**src/rtl/if_stage_hs.sv**
```systemverilog
// ---------------------------------------------------------------------------
// if_stage_hs
//   Instruction-fetch stage with an IF/ID output register. It owns the PC,
//   fetches from a variable-latency instruction memory, and handles hazard
//   stalls (freeze), branch redirect/flush from EXE and the cancellation of
//   in-flight fetches.
//
// Optional feature macro: IF_PERF_COUNT_EN. When it is defined, the block has
//   three 32-bit performance counter outputs. When it is undefined, those ports
//   and their logic are absent.
//
// Ports
//   clk, rst              clock; synchronous active-low reset
//   freeze                hazard stall, holds the IF/ID register
//   br_taken, br_pc,      taken branch from EXE: target is
//   br_offset               br_pc + (sext(br_offset) << 2)
//   imem_req, imem_addr   fetch request and address towards memory
//   imem_ready,           fetch completes this cycle with imem_rdata
//   imem_rdata
//   valid_out, instr_out, IF/ID register (pc_out is the PC+4 of instr_out)
//   pc_out
//   state_dbg             current FSM state (FETCH=0, SKID=1, DROP=2)
//   fetch_cnt, flush_cnt, perf counters (IF_PERF_COUNT_EN only)
//   stall_cnt
//
// Handshake: a fetch completes on a rising edge where imem_req and imem_ready
//   are both 1. While imem_req is 1 and imem_ready is 0, imem_addr is held
//   stable. This also holds across freeze and br_taken. A request is withdrawn
//   only on reset.
// ---------------------------------------------------------------------------
module if_stage_hs #(
  parameter int              PC_W     = 32,
  parameter int              INSTR_W  = 32,
  parameter int              OFF_W    = 16,
  parameter logic [PC_W-1:0] PC_RESET = '0
) (
  input  logic               clk,
  input  logic               rst,
  input  logic               freeze,
  input  logic               br_taken,
  input  logic [PC_W-1:0]    br_pc,
  input  logic [OFF_W-1:0]   br_offset,
  output logic               imem_req,
  output logic [PC_W-1:0]    imem_addr,
  input  logic               imem_ready,
  input  logic [INSTR_W-1:0] imem_rdata,
  output logic               valid_out,
  output logic [INSTR_W-1:0] instr_out,
  output logic [PC_W-1:0]    pc_out,
  output logic [1:0]         state_dbg
`ifdef IF_PERF_COUNT_EN
  ,
  output logic [31:0]        fetch_cnt,
  output logic [31:0]        flush_cnt,
  output logic [31:0]        stall_cnt
`endif
);

  typedef enum logic [1:0] {
    FETCH = 2'd0,
    SKID  = 2'd1,
    DROP  = 2'd2
  } state_t;

  state_t             state;
  logic [PC_W-1:0]    pc;
  logic [PC_W-1:0]    drop_addr;
  logic [INSTR_W-1:0] skid_instr;
  logic [PC_W-1:0]    skid_pc;

  logic [PC_W-1:0]    next_pc;
  logic [PC_W-1:0]    off_ext;
  logic [PC_W-1:0]    target;
  logic               complete;

  // Both additions wrap modulo 2^PC_W without any check.
  assign next_pc  = pc + {{(PC_W-3){1'b0}}, 3'd4};
  assign off_ext  = {{(PC_W-OFF_W){br_offset[OFF_W-1]}}, br_offset};
  assign target   = br_pc + (off_ext << 2);

  // The request drops immediately when reset is asserted, so an outstanding
  // fetch is abandoned without waiting for a clock edge.
  assign imem_req  = rst && (state != SKID);
  // DROP keeps presenting the abandoned address until the memory finishes it.
  assign imem_addr = (state == DROP) ? drop_addr : pc;
  assign complete  = imem_req && imem_ready;
  assign state_dbg = state;

  always_ff @(posedge clk) begin
    if (!rst) begin
      state      <= FETCH;
      pc         <= PC_RESET;
      drop_addr  <= '0;
      skid_instr <= '0;
      skid_pc    <= '0;
      valid_out  <= 1'b0;
      instr_out  <= '0;
      pc_out     <= '0;
    end else if (br_taken) begin
      // A redirect flushes the output and any skid entry. The branch has
      // priority over freeze.
      pc        <= target;
      valid_out <= 1'b0;
      case (state)
        FETCH: begin
          // A fetch that is still open cannot be withdrawn, so its address is
          // kept and its data is discarded later in DROP.
          if (!complete) begin
            drop_addr <= pc;
            state     <= DROP;
          end
        end
        SKID:    state <= FETCH;
        DROP:    if (complete) state <= FETCH;
        default: state <= FETCH;
      endcase
    end else begin
      case (state)
        FETCH: begin
          if (complete) begin
            pc <= next_pc;
            if (!freeze) begin
              valid_out <= 1'b1;
              instr_out <= imem_rdata;
              pc_out    <= next_pc;
            end else begin
              // ID cannot take the instruction yet, so it is parked here.
              skid_instr <= imem_rdata;
              skid_pc    <= next_pc;
              state      <= SKID;
            end
          end else if (!freeze) begin
            valid_out <= 1'b0;
          end
        end
        SKID: begin
          if (!freeze) begin
            valid_out <= 1'b1;
            instr_out <= skid_instr;
            pc_out    <= skid_pc;
            state     <= FETCH;
          end
        end
        DROP: begin
          if (!freeze) valid_out <= 1'b0;
          // The data for the abandoned address is not used. The next request
          // goes to pc, which already holds the branch target.
          if (complete) state <= FETCH;
        end
        default: state <= FETCH;
      endcase
    end
  end

`ifdef IF_PERF_COUNT_EN
  always_ff @(posedge clk) begin
    if (!rst) begin
      fetch_cnt <= '0;
      flush_cnt <= '0;
      stall_cnt <= '0;
    end else begin
      // Only completions in FETCH without a redirect reach ID.
      if (complete && (state == FETCH) && !br_taken) fetch_cnt <= fetch_cnt + 32'd1;
      if (br_taken) flush_cnt <= flush_cnt + 32'd1;
      if (freeze)   stall_cnt <= stall_cnt + 32'd1;
    end
  end
`endif

endmodule
```
**config.mk**
```make
export PLATFORM = sky130hd
export DESIGN_NAME = if_stage_hs
export DESIGN_NICKNAME = d
export VERILOG_FILES = /design/src/rtl/if_stage_hs.sv
export SDC_FILE = /design/constraint.sdc
export NUM_CORES = 1
export LEC_CHECK = 0
export BUFFER_PORTS_ARGS = -buffer_cell sky130_fd_sc_hd__buf_2
export CAP_MARGIN = 15
export CORE_UTILIZATION = 53
export CTS_BUF_LIST = sky130_fd_sc_hd__clkbuf_8
export DETAILED_ROUTE_END_ITERATION = 6
export GPL_TIMING_DRIVEN = 0
export PLACE_DENSITY_LB_ADDON = 0.08
export SLEW_MARGIN = 10
export SYNTH_ARGS = -nofsm -noshare
export SYNTH_HDL_FRONTEND = slang
export SYNTH_SLANG_ARGS = --single-unit
```
**constraint.sdc**
```tcl
create_clock -name clk -period 2.9 [get_ports clk]
set_clock_uncertainty 0.15 [all_clocks]
set_input_delay 0.58 -clock clk [delete_from_list [all_inputs] [get_ports clk]]
set_output_delay 0.58 -clock clk [all_outputs]
set_load 0.01 [all_outputs]
```
Word-level counts from Yosys, hierarchy flattened --
Cells that the tools add are included.
Word-level totals: bits in writable memories 0, memories 0, latch bits 0, memory bits (read-only) 0, output and inout port bits 100, input port bits 85, word-level logic and storage cells 60, bits in registers 195
Operators by class: add/subtract/negate cells 2, shifts and indexed selects 0, reductions and logical operators 13, magnitude comparators 0, eq/ne operators 10, bitwise operators 3, multipliers 0, multiplexer cells 24, divide/modulo/power cells 0
Operators with widths (count):
- 32-bit 2-to-1 mux | 10
- 32-bit one-hot mux with 2 select lines | 2
- 32-bit by 3-bit adder with 32-bit output, second input constant | 1
- 32-bit adder | 1
- 2-bit 2-to-1 mux | 6
- 3-bit != test, second input constant | 4
- 4-bit AND reduction | 2
- 2-bit != test, second input constant | 3
- 2-bit one-hot mux with 3 select lines | 1
- 2-bit nonzero test | 3
- 5-bit AND reduction | 1
- 2-bit one-hot mux with 2 select lines | 1
- 1-bit 2-to-1 mux | 3
- 1-bit inverter | 3
- 1-bit one-hot mux with 3 select lines | 1
- 3-bit AND reduction | 1
- 3-bit nonzero test | 1
- 2-bit by 1-bit equality test with 1-bit output, second input constant | 1
- 2-bit equality test, second input constant | 1
- 1-bit logical AND | 2
- 2-bit zero test | 1
- 2-bit by 1-bit != test with 1-bit output, second input constant | 1
- 2-bit AND reduction | 1
- 2-bit OR reduction | 1

Logic depth before layout (Yosys ltp) --
Gate-level depths: netlist of the first run.
depth in word-level cells 6, mapped depth 11, gate-level depth less buffers 9

Worst setup path after synthesis of the first run --
OpenSTA, ideal clock, no wires.
kind input to register, start in br_pc[2], end reg pc[18], data arrival time 2560 ps, stages on the path 9, library setup time 86 ps, path slack 105 ps, data required time 2664 ps, buffers on the path 0, cell sequence ha_1 fa_1 a211oi_1 nor2_1 o21ai_0 o311a_1 o21ai_0 xnor2_1 a211oi_1
On the way: longest elaborated chain between the ends 2
RTL lines:
- start: declaration | line 41 | input logic [PC_W-1:0] br_pc,
- 32-bit adder | line 79 | assign target = br_pc + (off_ext << 2);
- 32-bit 2-to-1 mux | line 99 | end else if (br_taken) begin
- end signal: assignment | line 102 | pc <= target;
- end signal: assignment | line 121 | pc <= next_pc;
- end: declaration | line 66 | logic [PC_W-1:0] pc;
No other way between the ends. A chain may end at the register's enable or synchronous reset.

Final worst setup path of the first run --
start reg state[0] (netlist: state_dbg[0]), end out imem_addr[21]
On the way: longest elaborated chain between the ends 2
RTL lines:
- start: declaration | line 65 | state_t state;
- start signal: assignment | line 91 | state <= FETCH;
- start signal: assignment | line 110 | state <= DROP;
- start signal: assignment | line 113 | SKID: state <= FETCH;
- 2-bit equality test | line 85 | assign imem_addr = (state == DROP) ? drop_addr : pc;
- 32-bit 2-to-1 mux | line 85
- end: declaration | line 44 | output logic [PC_W-1:0] imem_addr,
No other way between the ends.

==> results of run 1 <==
## through the flow
stage / hold slack, ps / cell area [sq um] / power (W) / utilization, % / instances
floorplan: 283 / 10500 / 0.00374 / - / 1294
global placement: 287 / 11700 / 0.00412 / 60.3 / 1741
detailed placement: 291 / 11700 / 0.00414 / 60.3 / 1741
CTS: 172 / 12100 / 0.00580 / 62.2 / 1772
global route: 160 / 12200 / 0.00607 / 62.5 / 1773
finish: 180 / 12200 / 0.00581 / 62.5 / 1773
## logic make-up after synthesis
group / synth area share [%]
and+or+nand+nor: 20.5
DFF: 37.2
xor gates and xnor gates: 5.93
buffers and inverters: 4.46
adders and majority gates: 4.25
AOI/OAI and AO/OA: 20.5
muxes: 7.16
## per-layer routing
layer | vias to the layer above | wire length, um
li1 | 4943 | -
met1 | 4568 | 13500
met2 | 330 | 13500
met3 | 39 | 1710
met4 | 0 | 567
met5 | - | 0
## synth_stat cells, types with 3 or more instances
master	n	share of area, %
nand2_1	234	8.4
dfxtp_1	195	37
nor2_1	129	4.6
a21oi_1	120	5.7
a211oi_1	86	6.2
clkbuf_1	77	2.8
xnor2_1	46	3.8
mux2i_1	39	3.7
o21ai_0	39	1.9
ha_1	34	4.1
mux2_2	32	3.4
xor2_1	25	2.1
a21o_1	24	1.7
buf_2	22	1.0
nand3_1	22	1.0
and3_1	16	0.95
nor3_1	13	0.62
o211ai_1	11	0.79
nand4_1	10	0.60
a211o_1	8	0.67
and2_1	7	0.42
inv_1	7	0.25
o21a_1	7	0.50
nand2b_1	6	0.36
buf_1	5	0.18
nor2b_1	5	0.30
nor4_1	5	0.30
o21bai_1	5	0.36
a31oi_1	4	0.24
o221ai_1	4	0.33
nand3_2	3	0.29
o2111ai_1	3	0.25
o311a_1	3	0.29
o31ai_1	3	0.21
or2_2	3	0.18
## path summary, 6_finish.rpt
kind	from	end	slack (ps)	cells after the start
worst max-delay path	state_dbg[0]$_SDFFE_PN0P_	imem_addr[21]	80	5
worst max register to register	state_dbg[1]$_SDFFE_PN0P_	pc_out[12]$_SDFFE_PN0P_	140	10
worst min-delay path	imem_rdata[12]	skid_instr[12]$_SDFFE_PN0P_	180	3
worst min register to register	pc_out[18]$_SDFFE_PN0P_	pc_out[18]$_SDFFE_PN0P_	300	2
## sequential cells by signal (all words and copies together), names as in the netlist, named ones only
| name | count |
|---|---|
| pc_out | 32 |
| skid_pc | 32 |
| pc | 32 |
| state_dbg | 2 |
| drop_addr | 32 |
| skid_instr | 32 |
| instr_out | 32 |
## what timing repair did
action / in CTS / in global routing
gates resized for setup: 6 / 46
hold endpoints to repair: 0 / 0
endpoints found under the setup margin: 49 / 158
## power by group through the flow
stage               sequential (W)  combinational (W)  clock, W
floorplan                  0.00292           0.000817         0
global placement           0.00292            0.00120         0
detailed placement         0.00293            0.00121         0
CTS                        0.00286            0.00122   0.00172
global route               0.00288            0.00136   0.00183
finish                     0.00286            0.00124   0.00170
## worst max-delay path: stages, from the launching register on
cell and delay [ps]:
dfxtp_1 370, inv_1 100, ha_2 310, clkbuf_4 280
mux2_2 400, buf_2 150
## cell type report
| type | count | area, sq um |
|---|---|---|
| Antenna cell | 1 | 2.50 |
| Buffer | 105 | 474 |
| Clock buffer | 17 | 234 |
| Clock inverter | 15 | 140 |
| Fill cell | 1799 | 7290 |
| Inverter | 9 | 33.8 |
| Multi-Input combinational cell | 984 | 6140 |
| Sequential cell | 195 | 3900 |
| Tap cell | 265 | 332 |
| Timing Repair Buffer | 182 | 911 |
==> metrics.yaml, run 1 <==
dp_hpwl_mm: 22.4
layout_commonest_cell: "nand2_1"
place.gp.congestion: 0.904
post_cts_buffers: 0
finalMaxSlewViolations: 0
post_drt_wl_per_cell_um: 16.5
status: "completed"
cp.arrival_ps: 2090
peakVddDrop_uv: 321
synth-edff-count: 0
cts_buffers: 17
grt_use_total_pct: 28.9
drt_iter0_drc: 935
yosysUniqueCellTypes: 66
slew_headroom_pct: 47.4
vias: 9880
grt_antenna_before_repair: 1
ios: 185
met1_usage_pct: 39.5
cts_sinks: 195
clk_pin_slew_worst_paths_ps: 120
max_freq_ghz: 0.355
tightest_slew_ps: 790
ys_warn_count: 0
start_util_pct: 53.9
area_delta_synth_final_pct: 16.0
pre_cts_slack_ps: -434
grt_pass1_wl_mm: 45.8
layout.nets: 1614
setup_viol: 0
p_leak_nw: 4.91
placementRows: 51
p_int_w: 0.00391
insertion_delay_ps: 480
core_sq_um: 19500
report.final.hold_viol_count: 0
clock_power_share_pct: 29.3
dieWidth_um: 143
hold_path.class: "in -> reg"
drv_cap: 0
ant_nets: 0
power.switching_w: 0.00190
first_global_vias: 8706
grt.overflow.total: 0
clk_path_buf_depth: 2
comb_power_share_pct: 21.3
drc_errors: 0
grt_use_met3_pct: 4.29
ys.flop_type: "dfxtp_1"
ys_seq_area_share_pct: 37.2
worstPathMaxFanout: 10
grt_max_degree: 20
yosys_register_bits: 195
vias_per_cell: 5.57
syn_nets: 1414
setup_slack_ps: 81.8
period_share_pct: 97.2
startpoint_type: "flop"
netSwitchingFraction_pct: 32.7
syn_area_sq_um: 10500
pwr-share-seq_pct: 49.3
cts_tree: "built"
required_ps: 2170
cts-root-buf: "clkbuf_8"
gr-usage-met2_pct: 47.3
rsz0062_at_grt: "true"
fin_setup_tns_ps: 0
synth_cells: 1294
layout_common_cells: "nand2_1 (234), buf_2 (202), dfxtp_1 (195), nor2_1 (129), a21oi_1 (120)"
final.min_clock_period_ps: 2820
avgSynthCellArea_sq_um: 8.11
p_per_area_nw_per_um2: 477
holdBufCountCts: 0
port_buffers: 182
grt_most_used_layer: "met2"
cp-end-kind: "output pin"
die-area_sq_um: 20400
firstDrtPassIters: 6
cts.htree.levels: 4
async_flop_share_pct: 0
die_h_um: 143
drive_gt1_share_pct: 21.2
totalWireLength_mm: 29.3
criticalPathCategory: "reg -> out"
No activity file was read; power rests on OpenSTA's default activity.
==> inputs of run 2 (changes only) <==
PLACE_DENSITY_LB_ADDON = 0.05   (was 0.08)
==> metrics.yaml, run 2 (same netlist as run 1, synthesis figures left out) <==
grt_antenna_before_repair: 1
ant_nets: 0
die-area_sq_um: 20400
cts-root-buf: "clkbuf_8"
critPathBufInv: 3
vias: 9862
port_buffers: 182
layout_common_cells: "nand2_1 (234), buf_2 (201), dfxtp_1 (195), nor2_1 (128), a21oi_1 (120)"
max_freq_ghz: 0.352
die_h_um: 143
first_global_vias: 8684
dieWidth_um: 143
grt_pass1_wl_mm: 46.9
place.gp.congestion: 0.881
placementRows: 51
cts_buffers: 17
vias_per_cell: 5.56
post_drt_wl_per_cell_um: 16.8
cp.arrival_ps: 2110
tightest_slew_ps: 796
drive_gt1_share_pct: 21.4
drc_errors: 0
insertion_delay_ps: 480
grt_max_degree: 21
clk_pin_slew_worst_paths_ps: 110
slew_headroom_pct: 46.9
period_share_pct: 98.1
layout_commonest_cell: "nand2_1"
firstDrtPassIters: 6
criticalPathCategory: "reg -> out"
grt_use_total_pct: 29.6
totalWireLength_mm: 29.8
holdBufCountCts: 0
p_leak_nw: 4.94
startpoint_type: "flop"
pre_cts_slack_ps: -379
status: "completed"
nFillCells: 1753
start_util_pct: 53.9
dp_hpwl_mm: 22.6
area_delta_synth_final_pct: 16.7
cts_tree: "built"
placed_cell_area_sq_um: 11700
cp-end-kind: "output pin"
critPathMaxStageDelay_ps: 390
fin_area_sq_um: 12200
cts.htree.levels: 4
finalMaxSlewViolations: 0
setup_slack_ps: 56.1
crit_chain: "inv_1 > ha_2 > clkbuf_4 > mux2_2 > buf_2"
multi_input_area_sq_um: 6150
required_ps: 2170
final.min_clock_period_ps: 2840
drv_cap: 0
peakVddDrop_uv: 299
hold_path.class: "in -> reg"
ios: 185
cts_sinks: 195
report.final.hold_viol_count: 0
worstPathMaxFanout: 10
grt.overflow.total: 0
core_sq_um: 19500
slowest_stage: "mux2_2"
p_per_area_nw_per_um2: 487
drt_iter0_drc: 750
clk_path_buf_depth: 2
critPathTopFamily: "buffers and inverters"
ff_latch_area_sq_um: 3900
setup_viol: 0
rsz0062_at_grt: "true"
layout.nets: 1615
run 2: changes by cell type in the layout (fill, tap and decap cells not counted), moves of 2 or more:
cell        delta
clkinvlp_4     -3
clkbuf_2       -2
clkinv_8       +3
buf_4          +2
clkbuf_1       +2
inv_8          -2
run 2: worst reg2reg max path, cell delays in order (launching register included):
cell	delay, ps
dfxtp_1	430
inv_1	90
ha_1	180
clkbuf_1	240
nor2b_2	250
nand3_2	200
nor2_2	170
and2_1	150
buf_2	230
buf_2	270
nor2_1	70
a211oi_1	220
run 2: repair_timing:
action	CTS	global route
gates cloned	0	0
setup buffers	0	1
setup endpoints to repair	71	172
pin swaps	0	1
gates resized for setup	12	35
run 2: area by class of cell:
class | instances | area share (%)
Buffer | 105 | 3.87
Multi-Input combinational cell | 984 | 50.3
Tap cell | 265 | 2.71
Inverter | 9 | 0.276
Timing Repair Buffer | 183 | 7.50
Sequential cell | 195 | 31.9
Clock buffer | 17 | 1.91
Clock inverter | 15 | 1.52
Antenna cell | 1 | 0.0204
run 2: path summary, 6_finish.rpt:
kind / startpoint / endpoint / slack (ps) / cells after the start
setup / recovery: state_dbg[0]$_SDFFE_PN0P_ / imem_addr[20] / 60 / 5
hold / removal: imem_rdata[14] / skid_instr[14]$_SDFFE_PN0P_ / 180 / 3
setup reg to reg: state_dbg[1]$_SDFFE_PN0P_ / skid_pc[19]$_SDFFE_PN0P_ / 180 / 11
hold reg to reg: pc_out[7]$_SDFFE_PN0P_ / pc_out[7]$_SDFFE_PN0P_ / 300 / 2
run 2: report_power, final:
group / leakage [nW] / internal (W) / switching (W)
Clock: 0.212 / 0.000735 / 0.00111
Sequential: 1.59 / 0.00279 / 0.0000768
Combinational: 3.14 / 0.000488 / 0.000756
Total: 4.94 / 0.00401 / 0.00194
run 2: metrics by stage:
step	setup TNS (ps)	hold WS, ps	cells	util (%)	total power [W]
3_3_place_gp	-2750	287	1741	60.3	0.00413
4_1_cts	0	168	1772	62.5	0.00594
3_5_place_dp	-4110	291	1741	60.3	0.00414
5_1_grt	-309	164	1774	62.9	0.00621
6_report	0	182	1774	62.9	0.00595
2_1_floorplan	0	283	1294	-	0.00374
run 2: per-layer routing:
| metal | vias to the layer above | wire (um) | track usage, % |
|---|---|---|---|
| met4 | 0 | 614 | 8.09 |
| met2 | 304 | 13600 | 46.5 |
| met5 | - | 0 | 0 |
| met3 | 38 | 1430 | 3.89 |
| met1 | 4572 | 14100 | 42.3 |
| li1 | 4948 | - | - |
